File: src/rtl/uart_rx.sv
// UART receiver: two-flop input synchroniser, mid-bit sampling FSM and a
// single-entry valid/ready output holding the word and its error flags.
module uart_rx #(
  parameter int ClockDivider = 8,
  parameter int DataBits     = 8,
  parameter int StopBits     = 1,
  parameter int ParityBits   = 0
) (
  input  logic                clk,
  input  logic                rst_n,
  input  logic                in_bit,
  output logic [DataBits-1:0] data_out,
  output logic                data_out_valid,
  input  logic                data_out_ready,
  output logic                parity_error,
  output logic                frame_error,
  output logic                overrun
);

  // state  | meaning
  // IDLE   | line idle, waiting for a low level on rx_s
  // START  | timing to the middle of the start bit, rejecting glitches
  // DATA   | sampling DataBits data bits, LSB first
  // PARITY | sampling the even-parity bit
  // STOP   | sampling StopBits stop bits, then delivering the word

  if (ClockDivider < 4 || (ClockDivider % 2) != 0) begin : g_bad_divider
    $error("uart_rx: ClockDivider must be >= 4 and even");
  end
  if (DataBits < 5 || DataBits > 9) begin : g_bad_databits
    $error("uart_rx: DataBits must be in [5,9]");
  end
  if (StopBits < 1 || StopBits > 2) begin : g_bad_stopbits
    $error("uart_rx: StopBits must be 1 or 2");
  end
  if (ParityBits < 0 || ParityBits > 1) begin : g_bad_paritybits
    $error("uart_rx: ParityBits must be 0 or 1");
  end

  localparam int CW = $clog2(ClockDivider);
  localparam int IW = 4;
  localparam logic [CW-1:0] CNT_LAST  = CW'(ClockDivider - 1);
  localparam logic [CW-1:0] CNT_HALF  = CW'(ClockDivider / 2 - 1);
  localparam logic [IW-1:0] DATA_LAST = IW'(DataBits - 1);
  localparam logic [IW-1:0] STOP_LAST = IW'(StopBits - 1);

  typedef enum logic [2:0] {IDLE, START, DATA, PARITY, STOP} state_t;

  state_t              state, state_nxt;
  logic                sync_q, rx_s;
  logic [CW-1:0]       cnt;
  logic [IW-1:0]       idx;
  logic [DataBits-1:0] shreg;
  logic                par_flag, frm_flag;
  logic                mid_bit, frame_done, frm_final, load, drop;

  always_ff @(posedge clk or negedge rst_n) begin
    if (!rst_n) state <= IDLE;
    else        state <= state_nxt;
  end

  always_comb begin
    state_nxt = state;
    case (state)
      IDLE:    if (!rx_s) state_nxt = START;
      START:   if (cnt == CNT_HALF) state_nxt = rx_s ? IDLE : DATA;
      DATA:    if (mid_bit && idx == DATA_LAST) state_nxt = (ParityBits != 0) ? PARITY : STOP;
      PARITY:  if (mid_bit) state_nxt = STOP;
      STOP:    if (mid_bit && idx == STOP_LAST) state_nxt = IDLE;
      default: state_nxt = IDLE;
    endcase
  end

  always_comb begin
    mid_bit    = (cnt == CNT_LAST);
    frame_done = (state == STOP) && mid_bit && (idx == STOP_LAST);
    frm_final  = frm_flag | ~rx_s;
    load       = frame_done && (!data_out_valid || data_out_ready);
    drop       = frame_done && data_out_valid && !data_out_ready;
  end

  always_ff @(posedge clk or negedge rst_n) begin
    if (!rst_n) begin
      sync_q         <= 1'b1;
      rx_s           <= 1'b1;
      cnt            <= '0;
      idx            <= '0;
      shreg          <= '0;
      par_flag       <= 1'b0;
      frm_flag       <= 1'b0;
      data_out       <= '0;
      data_out_valid <= 1'b0;
      parity_error   <= 1'b0;
      frame_error    <= 1'b0;
      overrun        <= 1'b0;
    end else begin
      sync_q  <= in_bit;
      rx_s    <= sync_q;
      overrun <= drop;

      if (state == IDLE || state != state_nxt || mid_bit) cnt <= '0;
      else                                                cnt <= cnt + CW'(1);

      case (state)
        IDLE: begin
          idx <= '0;
          if (!rx_s) begin
            par_flag <= 1'b0;
            frm_flag <= 1'b0;
          end
        end
        START: idx <= '0;
        DATA: if (mid_bit) begin
          // Right shift: after DataBits samples the first bit sits at bit 0.
          shreg <= {rx_s, shreg[DataBits-1:1]};
          idx   <= (idx == DATA_LAST) ? '0 : idx + IW'(1);
        end
        PARITY: if (mid_bit) par_flag <= (rx_s != ^shreg);
        STOP: if (mid_bit) begin
          if (!rx_s) frm_flag <= 1'b1;
          idx <= (idx == STOP_LAST) ? '0 : idx + IW'(1);
        end
        default: idx <= '0;
      endcase

      if (load) begin
        data_out       <= shreg;
        parity_error   <= par_flag;
        frame_error    <= frm_final;
        data_out_valid <= 1'b1;
      end else if (data_out_ready) begin
        data_out_valid <= 1'b0;
      end
    end
  end

endmodule

File: config.mk
export PLATFORM = sky130hd
export DESIGN_NAME = uart_rx
export DESIGN_NICKNAME = d
export VERILOG_FILES = /design/src/rtl/uart_rx.sv
export SDC_FILE = /design/constraint.sdc
export NUM_CORES = 1
export LEC_CHECK = 0
export CORE_MARGIN = 2
export CORE_UTILIZATION = 28
export CTS_BUF_LIST = sky130_fd_sc_hd__clkbuf_4
export CTS_CLUSTER_SIZE = 14
export DETAILED_ROUTE_END_ITERATION = 6
export GPL_TIMING_DRIVEN = 0
export MAX_ROUTING_LAYER = met4
export SLEW_MARGIN = 20
export SYNTH_ARGS = -nofsm -noshare
export SYNTH_HDL_FRONTEND = slang
export SYNTH_SLANG_ARGS = --single-unit
File: constraint.sdc
create_clock -name clk -period 1.9 [get_ports clk]
set_input_delay 0.57 -clock clk [delete_from_list [all_inputs] [get_ports clk]]
set_output_delay 0.57 -clock clk [all_outputs]
set_load 0.02 [all_outputs]
# --- Word level (Yosys, flattened, before mapping) ---
# Index checks and enable logic that the tools add are counted.
word_totals:
  reg_bits: 34
  elab_cells: 75
  out_inout_bits: 12
  in_bits: 4
op_classes:
  bitwise_logic: 3
  add_sub_neg: 2
  n_mux: 21
  n_reduce_logical: 22
  n_eq_ne: 14
op_table:
  columns: ["operator", "count"]
  rows:
  - ["two-way mux 3 bit", 6]
  - ["two-way mux 4 bit", 4]
  - ["case mux 3 bit (5 select lines)", 1]
  - ["case mux 4 bit (3 select lines)", 1]
  - ["!= test 2 bit, second input constant", 5]
  - ["== test 3 x 2 -> 1 bit, second input constant", 3]
  - ["XOR reduction 8 bit", 1]
  - ["logical AND 1 bit", 7]
  - ["== test 3 bit, second input constant", 2]
  - ["two-way mux 1 bit", 6]
  - ["AND reduction 3 bit", 2]
  - ["nonzero test 2 bit", 3]
  - ["adder 4 x 1 -> 4 bit, second input constant", 1]
  - ["== test 4 x 3 -> 1 bit, second input constant", 1]
  - ["logical NOT 4 bit", 1]
  - ["case mux 1 bit (2 select lines)", 2]
  - ["AND reduction 4 bit", 1]
  - ["adder 3 x 1 -> 3 bit, second input constant", 1]
  - ["== test 3 x 1 -> 1 bit, second input constant", 1]
  - ["logical NOT 3 bit", 1]
  - ["logical OR 1 bit", 3]
  - ["!= test 3 bit", 1]
  - ["logical NOT 1 bit", 2]
  - ["two-way mux 2 bit", 1]
  - ["4 further kinds", 5]

# --- Logic depth before layout (Yosys ltp) ---
# Gate-level depths: netlist of run 1.
depth:
  word_depth: 8
  ltp_mapped: 7

# --- Worst setup path after synthesis of run 1 ---
# Ideal clock, no wire load.
synth_timing:
  kind: "register to register"
  start: "register cnt[0]"
  end: "register idx[2]"
  slack_ps: 46
  synth_period_minus_slack_ps: 1854
  arrival_time_ps: 1730
  stages_incl_launch_ff: 7
  path_cell_list: "dfrtp_1 -> ha_1 -> ha_1 -> or4b_1 -> o21ai_2 -> a2111oi_1 -> a211o_1"
synth_via:
  elab_chain_len: 3
  word_cells_on_any_way: 4
  cone_classes: "3 x eq/ne; 1 x reduce/logical"
synth_lines:
  columns: ["element", "line_no", "rtl"]
  rows:
  - ["start: declaration", "51", "logic [CW-1:0] cnt;"]
  - ["start signal: assignment", "102", "else cnt <= cnt + CW'(1);"]
  - ["== test 3 bit *", "75", "mid_bit = (cnt == CNT_LAST);"]
  - ["!= test 2 bit (no line)", null, null]
  - ["AND reduction 3 bit (no line) *", null, null]
  - ["end signal: assignment", "116", "idx <= (idx == DATA_LAST) ? '0 : idx + IW'(1);"]
  - ["end signal: assignment", "121", "idx <= (idx == STOP_LAST) ? '0 : idx + IW'(1);"]
  - ["end: declaration", "52", "logic [IW-1:0] idx;"]
# Mark *: on every way between the ends. The rest lies on a longest branch, timed or not.
# A chain may end at the register's enable or synchronous reset.

# --- Worst setup path after layout of run 1 ---
layout_timing:
  start: "register idx[0]"
  end: "register idx[2]"
layout_via:
  elab_chain_len: 4
  word_cells_on_any_way: 8
  cone_classes: "1 x add/sub; 1 x eq/ne; 5 x mux; 1 x reduce/logical"
layout_lines:
  columns: ["element", "line_no", "rtl"]
  rows:
  - ["adder 4 x 1 -> 4 bit (tied with other cells)", "116, 121", null]
  - ["two-way mux 4 bit, on equally long branches", "121, 116", null]
  - ["two-way mux 4 bit, on equally long branches", "119, 113", null]
  - ["case mux 4 bit (3 select lines) *", "104", "case (state)"]
# Mark *: on every way between the ends. The rest lies on a longest branch, timed or not. The select of a mux whose other input is x is not followed.

==> impl_metrics.ini, run 1 <==
[pwr]
switching_share_pct = 30.20
sequentialPowerShare_pct = 41.9
power.clock.fraction_pct = 31.6
pwr-share-comb_pct = 26.5
internal-power_mw = 1.479
switchingPower_uw = 640.0
peakVddDrop_mv = 0.3880
leakagePower_nw = 1.078
fin_total_pwr_mw = 2.119
pwr_density_cell_mw_per_mm2 = 1031

[synth]
yosysWarningCount = 0
synth_cells = 136
netlist_area_mm2 = 0.001630
avgSynthCellArea_um2 = 11.99
syn-num-nets = 145
yosysSeqAreaShare_pct = 52.34
synth_async_sr_flop_share_pct = 100.0
ys.flop_type = dfrtp_1
yosysTopAreaCell = dfrtp_1
netlist-cell-type-count = 47
synth.top_cell.area_share_pct = 49.12
synth_seq_cells = 34
synth_area_leaders = dfrtp_1 (49%), mux2_2 (6.2%), mux2_1 (5.5%), ha_1 (3.8%), dfstp_2 (3.2%)
synth_edf_count = 0

[worst_hold_path]
hold_class = input port to async pin

[routing]
first_pass_iters = 4
drc = 0
vias = 1077
ant_nets = 0
routed_wl_um = 2847
wl_per_cell_um = 12.11
vias_per_cell = 4.583
drt_iter0_markers = 72

[sta]
max_freq_ghz = 0.5301
finalMaxSlewViolations = 0
slew_headroom_pct = 67.74
setup_slack_ns = 0.01344
fin_crit_sh_pct = 99.29
worst_pin_slew_ns = 0.4718
finClkSkew_ns = 0.009132
holdWs_ns = 0.07057
hold_viol = 0
setup_viol = 0
fin_crit_ns = 1.887

[final_layout]
drive_above_1_share_pct = 25.15
final_area_mm2 = 0.002056
nFillCells = 546
stdcell_count = 235
diodes = 0
finalNetCount = 171
area_growth_pct = 26.09

[clock_network]
clk_latency_ns = 0.34
clkSinkCount = 34
h-tree-depth = 2
numCtsBuffers = 5
clock_path_buffers = 2
cts_tree = built
cts_hold_buf = 0
clkTransAtPathRegs_ns = 0.11
cts_root_buf = clkbuf_4

[setup_path]
worstPathRequired_ns = 2.19
critPathMaxFanout = 5
timing.rr.start = idx[0]$_DFFE_PN0P_
startpoint = idx[0]$_DFFE_PN0P_
crit_type = flop to flop
startpoint_type = flop
end_kind = flop
arrival_ns = 2.18

[floorplanning]
die_w_um = 80.31
placementRows = 27
start_util_pct = 29.25
die_y_um = 80.31
die_area_mm2 = 0.006449
core_area_mm2 = 0.005574
ios = 16

[grt]
overflow = 0
track_usage_pct = 10.18
antenna_found_initial = 0
grt_pass1_wl_um = 4788
grt_max_degree = 27
grt_pass1_vias = 1008

[place]
place_inst = 224
post-place-ws_ns = -0.1234
gp_congestion = 0.8318
dp_hpwl_um = 1937
io_buffers = 15
postPlaceCellArea_mm2 = 0.001886

[job]
max-cap-violations = 0

[status]
status = complete, no violations
[power by group through the flow]
stage / Clock, mW / Sequential [mW] / Combinational, mW
final: 0.671 / 0.887 / 0.561
after global routing: 0.727 / 0.902 / 0.624
after CTS: 0.697 / 0.883 / 0.525
after detailed placement: 0 / 0.896 / 0.487
after global placement: 0 / 0.895 / 0.482
after floorplan: 0 / 0.877 / 0.389
[synthesized netlist by cell type (all sizes together) (2+ instances only)]
library cell   n
a2111oi        3
a21oi          5
a31oi          2
buf            5
dfrtp         32
dfstp          2
ha             5
inv            8
mux2          17
nand2          6
nand2b         3
nand3          3
nor2           6
nor2b          2
nor3           2
nor3b          2
o21ai          6
or2            2
xnor2          6
[stage by stage]
stage	util [%]	setup TNS, ns
final	36.88	0
after global routing	36.88	-0.05584
after CTS	36.07	0
after detailed placement	33.83	-1.106
after global placement	33.56	-19.43
after floorplan	-	0
[worst paths after layout]
check | endpoint | slack, ns | depth (start not counted)
min in group clk | rx_s$_DFF_PN1_ | 0.36 | 0
max in group asynchronous | sync_q$_DFF_PN1_ | 1.35 | 2
worst max register to register | idx[2]$_DFFE_PN0P_ | 0.01 | 6
worst min register to register | rx_s$_DFF_PN1_ | 0.36 | 0
worst min-delay path | idx[2]$_DFFE_PN0P_ | 0.07 | 1
worst max-delay path | idx[2]$_DFFE_PN0P_ | 0.01 | 6
[cells by family after synthesis]
logic type                 Yosys count  share of synthesized area (%)
muxes                               18                          12.36
and+or+nand+nor                     34                          12.20
xor gates and xnor gates             7                          4.605
adders and majority gates            5                          3.837
DFF                                 34                          52.34
buffers and inverters               14                          4.298
AOI/OAI and AO/OA                   24                          10.36
[sequential cells by signal (all words and copies together), names as in the netlist]
name            cells
data_out            8
shreg               8
idx                 4
cnt                 3
state               3
data_out_valid      1
frame_error         1
frm_flag            1
overrun             1
par_flag            1
parity_error        1
rx_s                1
sync_q              1
[cell usage in the layout, fill, tap and decap left out, types with 3 or more instances in the layout]
master | synthesis | layout
dlygate4sd2_1 | 0 | 6
mux2_1 | 8 | 8
xnor2_1 | 6 | 6
mux2_2 | 9 | 9
a21oi_1 | 5 | 5
nand2_1 | 6 | 6
o21ai_0 | 5 | 4
clkbuf_4 | 0 | 5
ha_1 | 5 | 3
nor2_1 | 6 | 6
buf_4 | 1 | 5
dfrtp_1 | 32 | 31
dlymetal6s2s_1 | 0 | 6
inv_1 | 7 | 7
nand3_1 | 3 | 3
nand2b_1 | 3 | 3
[worst max-delay path, cell delays in order (launching register included)]
cell       delay [ns]
dfrtp_2          0.41
inv_1            0.05
ha_1             0.18
nor3b_2          0.16
or3_4            0.36
a2111oi_0        0.51
a211o_1          0.16
[metal layers]
metal  GRT usage, %  routed length (um)  up-vias
met4          6.102                  45        0
met1          12.99                1405      504
met2          14.17                1267       28
met3          3.034                 128        5
li1               -                   -      540
met5              -                   0        -
[cell type report]
type / instances / area, um^2 / area share, %
Sequential cell: 34 / 854.6 / 41.57
Multi-Input combinational cell: 88 / 730.7 / 35.54
Timing Repair Buffer: 19 / 198.9 / 9.677
Tap cell: 72 / 90.09 / 4.382
Clock inverter: 3 / 68.82 / 3.348
Buffer: 6 / 42.54 / 2.069
Clock buffer: 5 / 37.54 / 1.826
Inverter: 8 / 32.53 / 1.582
[repair_timing]
| item | CTS | global route |
|---|---|---|
| gates cloned | 0 | 0 |
| gates resized for setup | 11 | 12 |
| pin swaps | 0 | 2 |
| buffers inserted | 1 | 2 |
| setup endpoints to repair | 16 | 22 |
No activity file was read; power rests on OpenSTA's default activity.
==> run 2, diff against run 1 <==
--- a/config.mk
+++ b/config.mk
@@ -11,6 +11,7 @@
 export CTS_CLUSTER_SIZE = 14
 export DETAILED_ROUTE_END_ITERATION = 6
 export GPL_TIMING_DRIVEN = 0
+export HOLD_SLACK_MARGIN = 0.03
 export MAX_ROUTING_LAYER = met4
 export SLEW_MARGIN = 20
 export SYNTH_ARGS = -nofsm -noshare
==> results of run 2 <==
Same layout as run 1: the final DEF is identical, and so are final timing and power.
==> run 3, diff against run 2 <==
--- a/config.mk
+++ b/config.mk
@@ -5,10 +5,11 @@
 export SDC_FILE = /design/constraint.sdc
 export NUM_CORES = 1
 export LEC_CHECK = 0
+export CORE_ASPECT_RATIO = 2
 export CORE_MARGIN = 2
-export CORE_UTILIZATION = 28
+export CORE_UTILIZATION = 40
 export CTS_BUF_LIST = sky130_fd_sc_hd__clkbuf_4
-export CTS_CLUSTER_SIZE = 14
+export CTS_CLUSTER_SIZE = 20
 export DETAILED_ROUTE_END_ITERATION = 6
 export GPL_TIMING_DRIVEN = 0
 export HOLD_SLACK_MARGIN = 0.03
==> run 3 against run 2 <==
Effect of this change: global-route usage rose by 5.9 points; highest routed layer unchanged; largest cell class unchanged; power fell by 13%; clock power fell by 41%; first-iteration DRC count fell by 79%; clock skew rose by 0.0051 ns; final area fell by 2.1%; largest power group unchanged; worst setup slack improved by 0.039 ns; via count rose by 3.2%; flip-flop and latch count did not move; routed wire length rose by 7.0%; sequential share of layout area rose by 0.90 points; count of clock-buffer cells in the layout rose by 1.
==> impl_metrics.ini, run 3 (synthesis gave the netlist of run 1 again) <==
[routing]
vias_per_cell = 5.148
vias = 1112
wl_per_cell_um = 14.10
drt_iter0_markers = 15
ant_nets = 0
drc = 0
first_pass_iters = 4
routed_wl_um = 3046

[sta]
fin_crit_sh_pct = 97.21
holdWs_ns = 0.1489
worst_pin_slew_ns = 0.4352
fin_tns_setup_ns = 0
rsz0062_at_grt = false
finClkSkew_ns = 0.01420
max_freq_ghz = 0.5414
setup_viol = 0
setup_slack_ns = 0.05292
slew_headroom_pct = 70.99
hold_viol = 0
finalMaxSlewViolations = 0
fin_crit_ns = 1.847

[setup_path]
path_buf_inv = 1
max_stage_delay_ns = 0.60
crit_type = flop to output pin
critPathMaxFanout = 2
end_kind = output pin
slowest_stage = clkdlybuf4s50_1
startpoint_type = flop
arrival_ns = 1.28
worstPathRequired_ns = 1.33
cp_cell_sequence = clkdlybuf4s50_1
cp_top_family = buffers and inverters

[final_layout]
top_regs = data_out: 8 flops, shreg: 8 flops, idx: 4 flops
diodes = 0
stdcell_count = 216
area_growth_pct = 23.41
finalNetCount = 173
layout_commonest_cell = dfrtp_1
drive_above_1_share_pct = 24.85
fin_util_pct = 51.80
mostFrequentLayoutCells = dfrtp_1 (31), mux2_2 (9), mux2_1 (8), dlymetal6s2s_1 (8), inv_1 (7)

[place]
gp_congestion = 0.8189
place_inst = 203
dp_hpwl_um = 2324
io_buffers = 15
post-place-ws_ns = -0.1859

[job]
max-cap-violations = 0

[clock_network]
clock_path_buffers = 2
cts_root_buf = clkbuf_4
clkSinkCount = 34
cts_tree = built
clk_latency_ns = 0.34
h-tree-depth = 2
cts_hold_buf = 0
numCtsBuffers = 5
clkTransAtPathRegs_ns = 0.11

[floorplanning]
core_area_mm2 = 0.003884
ios = 16
die_w_um = 49.15
die_area_mm2 = 0.004634
start_util_pct = 41.98
placementRows = 32
die_y_um = 94.29

[pwr]
leakagePower_nw = 1.088
pwr_density_cell_mw_per_mm2 = 918.0
peakVddDrop_mv = 0.5785

[grt]
antenna_found_initial = 0
track_usage_pct = 16.05
grt_pass1_wl_um = 5451
grt_pass1_vias = 1193
overflow = 0
grt_max_degree = 19

[worst_hold_path]
hold_class = input port to async pin

[status]
status = complete, no violations
[run 3: cell type report]
class / instances / area (um^2)
sequential: 34 / 854.6
clock inverter: 2 / 8.758
timing repair buffer: 21 / 227.7
clock buffer: 6 / 45.04
fill: 361 / 1872
inverter: 8 / 32.53
buffer: 6 / 50.05
tap: 51 / 63.81
multi-input combinational: 88 / 729.5
[run 3: report_power, final]
part	total [mW]	internal (mW)	switching, mW	leakage (nW)
registers	0.888	0.805	0.0834	0.457
clock network	0.394	0.153	0.241	0.0331
logic	0.565	0.272	0.293	0.598
[run 3: per-layer routing]
metal | global-route usage, % | vias to the layer above | share of wire, %
met4 | 7.857 | 0 | 2.4
met1 | 15.90 | 555 | 37
met2 | 29.05 | 15 | 58
met5 | - | - | 0
met3 | 3.344 | 7 | 2.7
li1 | - | 535 | -
[run 3: final timing paths]
kind | from | endpoint | slack [ns] | cells after the start
worst max-delay path | data_out[4]$_DFFE_PN0P_ | data_out[4] | 0.05 | 1
worst min-delay path | rst_n | idx[1]$_DFFE_PN0P_ | 0.15 | 1
worst max register to register | cnt[0]$_DFF_PN0_ | idx[0]$_DFFE_PN0P_ | 0.10 | 7
worst min register to register | sync_q$_DFF_PN1_ | rx_s$_DFF_PN1_ | 0.36 | 0
max in group asynchronous | rst_n | sync_q$_DFF_PN1_ | 1.23 | 2
min in group clk | sync_q$_DFF_PN1_ | rx_s$_DFF_PN1_ | 0.36 | 0
[run 3: worst register-to-register path: stages, from the launching register on]
cell and delay, ns:
dfrtp_1 0.39, ha_2 0.19, ha_2 0.18, or4b_4 0.53, o21ai_4 0.09, buf_4 0.14
a2111oi_2 0.03, a21o_1 0.15
[run 3: per-stage QoR]
| step | cell area, um^2 | power [mW] |
|---|---|---|
| 2_1_floorplan | 1630 | 1.266 |
| 3_3_place_gp | 1844 | 1.368 |
| 3_5_place_dp | 1867 | 1.398 |
| 4_1_cts | 1963 | 1.852 |
| 5_1_grt | 2012 | 1.982 |
| 6_report | 2012 | 1.847 |
[run 3: timing repair]
action,CTS,global route
setup endpoints to repair,12,27
setup buffers,3,2
pin swaps,0,2
resized for setup,8,14
